==> src/rtl/pipe_add.sv <==
// Pipelined WIDTH-bit add/subtract with carry-in/borrow-in, carry-out and signed overflow.
// Latency: result valid STAGES edges after the accept edge (input register + STAGES chunk stages).
// Backpressure: global advance enable; out_valid && !out_ready freezes every stage and drops in_ready.
module pipe_add #(
  parameter int WIDTH  = 16,
  parameter int STAGES = 4
) (
  input  logic             sys_clk,
  input  logic             sys_rst,
  input  logic             in_valid,
  output logic             in_ready,
  input  logic [WIDTH-1:0] a,
  input  logic [WIDTH-1:0] b,
  input  logic             cin,
  input  logic             sub,
  output logic             out_valid,
  input  logic             out_ready,
  output logic [WIDTH-1:0] sum,
  output logic             cout,
  output logic             ovf
);

  localparam int CHUNK = WIDTH / STAGES;

  // Level 0 is the operand register; level k (1..STAGES) holds the result
  // after chunk k-1 has been summed. Operands ride along (skew) until their
  // chunk is consumed, and finished low chunks ride along (de-skew) in r_s.
  logic             r_vld [STAGES+1];
  logic [WIDTH-1:0] r_a   [STAGES];
  logic [WIDTH-1:0] r_b   [STAGES];
  logic [WIDTH-1:0] r_s   [STAGES+1];
  logic             r_c   [STAGES+1];
  logic             r_ovf;

  logic             w_en;
  logic [WIDTH-1:0] w_b_eff;
  logic [WIDTH-1:0] w_s_n [STAGES+1];
  logic             w_c_n [STAGES+1];
  logic             w_ovf_n;

  // A stalled output blocks the whole pipe; no bubble collapsing.
  assign w_en      = !r_vld[STAGES] || out_ready;
  assign in_ready  = w_en && !sys_rst;
  assign w_b_eff   = sub ? ~b : b;

  assign out_valid = r_vld[STAGES];
  assign sum       = r_s[STAGES];
  assign cout      = r_c[STAGES];
  assign ovf       = r_ovf;

  // Per-stage chunk adder fed by the previous level's registered carry.
  always_comb begin
    logic [CHUNK:0] w_t;
    w_t = '0;
    for (int k = 0; k <= STAGES; k++) begin
      w_s_n[k] = '0;
      w_c_n[k] = 1'b0;
    end
    for (int k = 1; k <= STAGES; k++) begin
      w_t = {1'b0, r_a[k-1][(k-1)*CHUNK +: CHUNK]}
          + {1'b0, r_b[k-1][(k-1)*CHUNK +: CHUNK]}
          + {{CHUNK{1'b0}}, r_c[k-1]};
      w_s_n[k]                        = r_s[k-1];
      w_s_n[k][(k-1)*CHUNK +: CHUNK]  = w_t[CHUNK-1:0];
      w_c_n[k]                        = w_t[CHUNK];
    end
    // Same-sign operands producing an opposite-sign result is exactly
    // carry-into-MSB XOR carry-out-of-MSB.
    w_ovf_n = (r_a[STAGES-1][WIDTH-1] == r_b[STAGES-1][WIDTH-1])
           && (w_s_n[STAGES][WIDTH-1] != r_a[STAGES-1][WIDTH-1]);
  end

  // Pipeline registers: cleared by reset, advanced only on the global enable.
  always_ff @(posedge sys_clk) begin
    if (sys_rst) begin
      for (int k = 0; k <= STAGES; k++) begin
        r_vld[k] <= 1'b0;
        r_s[k]   <= '0;
        r_c[k]   <= 1'b0;
      end
      for (int k = 0; k < STAGES; k++) begin
        r_a[k] <= '0;
        r_b[k] <= '0;
      end
      r_ovf <= 1'b0;
    end else if (w_en) begin
      r_vld[0] <= in_valid;
      r_a[0]   <= a;
      r_b[0]   <= w_b_eff;
      r_s[0]   <= '0;
      r_c[0]   <= cin ^ sub;
      for (int k = 1; k <= STAGES; k++) begin
        r_vld[k] <= r_vld[k-1];
        r_s[k]   <= w_s_n[k];
        r_c[k]   <= w_c_n[k];
      end
      for (int k = 1; k < STAGES; k++) begin
        r_a[k] <= r_a[k-1];
        r_b[k] <= r_b[k-1];
      end
      r_ovf <= w_ovf_n;
    end
  end

endmodule

==> config.mk <==
export PLATFORM = sky130hd
export DESIGN_NAME = pipe_add
export DESIGN_NICKNAME = d
export VERILOG_FILES = /design/src/rtl/pipe_add.sv
export SDC_FILE = /design/constraint.sdc
export NUM_CORES = 1
export LEC_CHECK = 0
export CAP_MARGIN = 0
export CORE_MARGIN = 2
export CORE_UTILIZATION = 51
export DETAILED_ROUTE_END_ITERATION = 12
export GPL_ROUTABILITY_DRIVEN = 0
export PLACE_DENSITY = 0.73
export SETUP_SLACK_MARGIN = 0.15
export SLEW_MARGIN = 20
export SYNTH_ARGS = -nofsm -noshare
export SYNTH_HDL_FRONTEND = slang
export SYNTH_SLANG_ARGS = --single-unit
==> constraint.sdc <==
create_clock -name sys_clk -period 4.9 [get_ports sys_clk]
set_clock_uncertainty 0.1 [all_clocks]
set_input_delay 1.47 -clock sys_clk [delete_from_list [all_inputs] [get_ports sys_clk]]
set_output_delay 1.47 -clock sys_clk [all_outputs]
set_load 0.1 [all_outputs]
==> implementation parameters <==
Parameter                              Value

Outcome
  Run status ... finished clean

Worst setup path
  Startpoint type of the worst setup path ... input port
  Endpoint kind of the worst setup timing path ... primary output
  CP arrival ... 2.68 ns
  Maximum fanout count along the critical path ... 5
  Endpoint required time on the critical path ... 3.33 ns
  Critical path type ... input port to primary output

Drt
  Routed metal-1 wirelength ... 3.02 mm
  Number of remaining DRC errors ... 0
  Routed Antenna Nets ... 0
  WL met2 ... 3.55 mm
  Met3 WL post-DR ... 375 um
  Aggregate routed wire length ... 7.07 mm
  Vias per cell ... 4.55
  Detailed Route Iter0 Violations ... 152
  Total number of vias ... 2,632
  Top sig layer ... met4
  Detailed Routing Iterations Pass 1 ... 4
  Routed len/inst ... 12.2 um

Clocking
  Post-CTS Hold Buffers ... 0
  CTS buffer count ... 17
  Insertion delay to the later sink of the worst-skew pair ... 0.51 ns
  CTS Root Buffer Type ... clkbuf_8
  Clock Pin Slew Worst Setup and Hold Paths ... 0.05 ns
  Gates resized, CTS repair ... 0
  TritonCTS clock tree ... yes
  Setup repair bufs after CTS ... 0
  Number of sinks handled by clock tree synthesis ... 131
  Worst-case clock buffer depth ... 2
  Htree depth ... 4

Final layout
  Total area of multi-input combinational cells ... 1430 um2
  Area taken by flip-flops and latches ... 3920 um2
  Fraction of layout instances using a drive strength above 1 ... 8.22%
  Most common cell after layout, fill and taps aside ... edfxtp_1
  Filler cell count in the final layout ... 814
  Number of nets in the layout ... 483
  Synthesis-to-layout area growth ... 21.0%
  Most frequent cells in the layout ... edfxtp_1, and2_1, clkdlybuf4s50_1, nor2_1, xnor2_1
  Diode count ... 0

Logic synthesis
  Cell taking the most area after synthesis ... edfxtp_1
  Mapped Nets ... 434
  Synth Instances ... 376
  Average cell area after synthesis ... 15.0 um2
  Fraction of the yosys area taken by sequential cells ... 69.8%
  Top area cells in the synthesized netlist ... edfxtp_1, and2_1, xnor2_1, fa_1, ha_1
  Library cells used by synthesis ... 28
  Flip-flop and latch count after synthesis ... 131
  Synthesized area ... 5620 um2
  Count of yosys warnings during synthesis ... 0
  Area fraction of the dominant cell type after synthesis ... 69.4%

Global route
  Antenna violations before repair ... 0
  Largest net degree at the start of global routing ... 96
  Wire length of the first global-routing pass ... 12.0 mm
  Gr ovfl total ... 0
  Overall routing resource usage ... 13.9%
  Via count of the first global-routing pass ... 2,682

Die
  Starting utilization of the core area ... 52.1%
  Die area ... 11,900 um2
  Number of cell rows ... 38
  Core Footprint ... 10,800 um2
  Floorplan die width ... 109 um
  DIE HEIGHT ... 109 um
  Boundary Pins ... 58

Placed design
  DPL Wire Length ... 4.25 mm
  Count of port buffers added during placement ... 57

STA
  Time the final worst path needs with I/O delays and setup ... 4.25 ns
  Slew @ Worst Pin ... 0.966 ns
  Headroom to the max-slew limit ... 35.4%
  Final-report hold violation count ... 0
  Setup tns final ... 0 ns
  Final worst path period share ... 86.7%
  Fmax ... 0.235 GHz
  # setup viols final ... 0
  Unrepaired setup endpoints after global routing ... no
  Final Max Slew Viols ... 0

Power
  P_leak ... 2.79 nW
  Final Total Pwr ... 2.73 mW
  Maximum resistive drop on vdd ... 179 uV
  Power density of the placed cells ... 402 nW/um2

Worst hold path
  Class of the tightest hold or removal check ... flop to flop

Job
  Max-cap violations ... 0
[synth_stat cells]
master and number:
xor2_1 3, xnor2_1 19, o211ai_1 1, nand3b_1 1
inv_8 1, dfxtp_1 1, nor4b_1 1, nor3_1 3
or4_1 1, nand2b_1 1, nor2b_1 5, buf_2 6
buf_6 3, or2_1 1, and3_1 1, nor2_1 27
inv_1 12, a21oi_1 8, o21ai_0 3, buf_4 16
and2_1 98, fa_1 8, nor2b_4 1, nand2_1 1
edfxtp_1 130, a21o_1 5, ha_1 12, clkbuf_2 7
[cell type report]
type / instances / area share (%)
Clock buffer: 20 / 6.25
Clock inverter: 12 / 2.39
Inverter: 13 / 0.827
Multi-Input combinational cell: 200 / 21.0
Sequential cell: 131 / 57.7
Tap cell: 140 / 2.57
Timing Repair Buffer: 62 / 9.27
[cells by family (layout without fill, tap and decap cells)]
kind of cell / Yosys count / count (layout) / synth area share, %
and+or+nand+nor: 141 / 141 / 14.6
DFF: 131 / 131 / 69.8
buffers and inverters: 45 / 107 / 4.90
xor gates and xnor gates: 22 / 22 / 3.43
adders and majority gates: 20 / 20 / 5.52
AOI/OAI and AO/OA: 17 / 17 / 1.78
[worst max-delay path, stage by stage]
cell	delay [ns]
clkdlybuf4s50_1	0.45
nor2b_4	0.19
or2_1	0.34
inv_8	0.06
buf_12	0.17
[where the power goes]
group	internal [mW]	total [mW]	switching, mW
Clock	0.817	1.24	0.426
Sequential	1.29	1.31	0.0147
Combinational	0.0814	0.183	0.101
[registers in the layout, indices dropped and copies added, names as in the netlist]
| name | flops |
|---|---|
| r_s | 40 |
| r_c | 5 |
| r_vld | 5 |
| ovf | 1 |
| r_b | 40 |
| r_a | 40 |
[final timing paths]
kind,endpoint,startpoint,depth (start not counted),slack [ns]
worst max-delay path,in_ready,out_ready,5,0.65
worst min-delay path,r_a[1][9],r_a[0][9],1,0.41
worst max register to register,r_c[0][3],r_c[0][2],5,2.76
worst min register to register,r_a[1][9],r_a[0][9],1,0.41
[per-layer routing]
layer / vias up / track usage [%]
li1: 1368 / -
met1: 1191 / 15.6
met2: 63 / 22.7
met3: 10 / 6.28
met4: 0 / 6.14
met5: - / 0
[metrics by stage]
| stage | utilization, % | area (um2) | hold slack, ns | instances | worst slack, ns |
|---|---|---|---|---|---|
| after floorplan | - | 5630 | 0.397 | 376 | 0.970 |
| after global placement | 57.6 | 6220 | 0.391 | 546 | 0.657 |
| after detailed placement | 57.6 | 6220 | 0.402 | 546 | 0.636 |
| after CTS | 63.1 | 6810 | 0.416 | 578 | 0.629 |
| after global routing | 63.1 | 6810 | 0.434 | 578 | 0.600 |
| final | 63.1 | 6810 | 0.413 | 578 | 0.652 |
(Power assumes the default switching activity.)
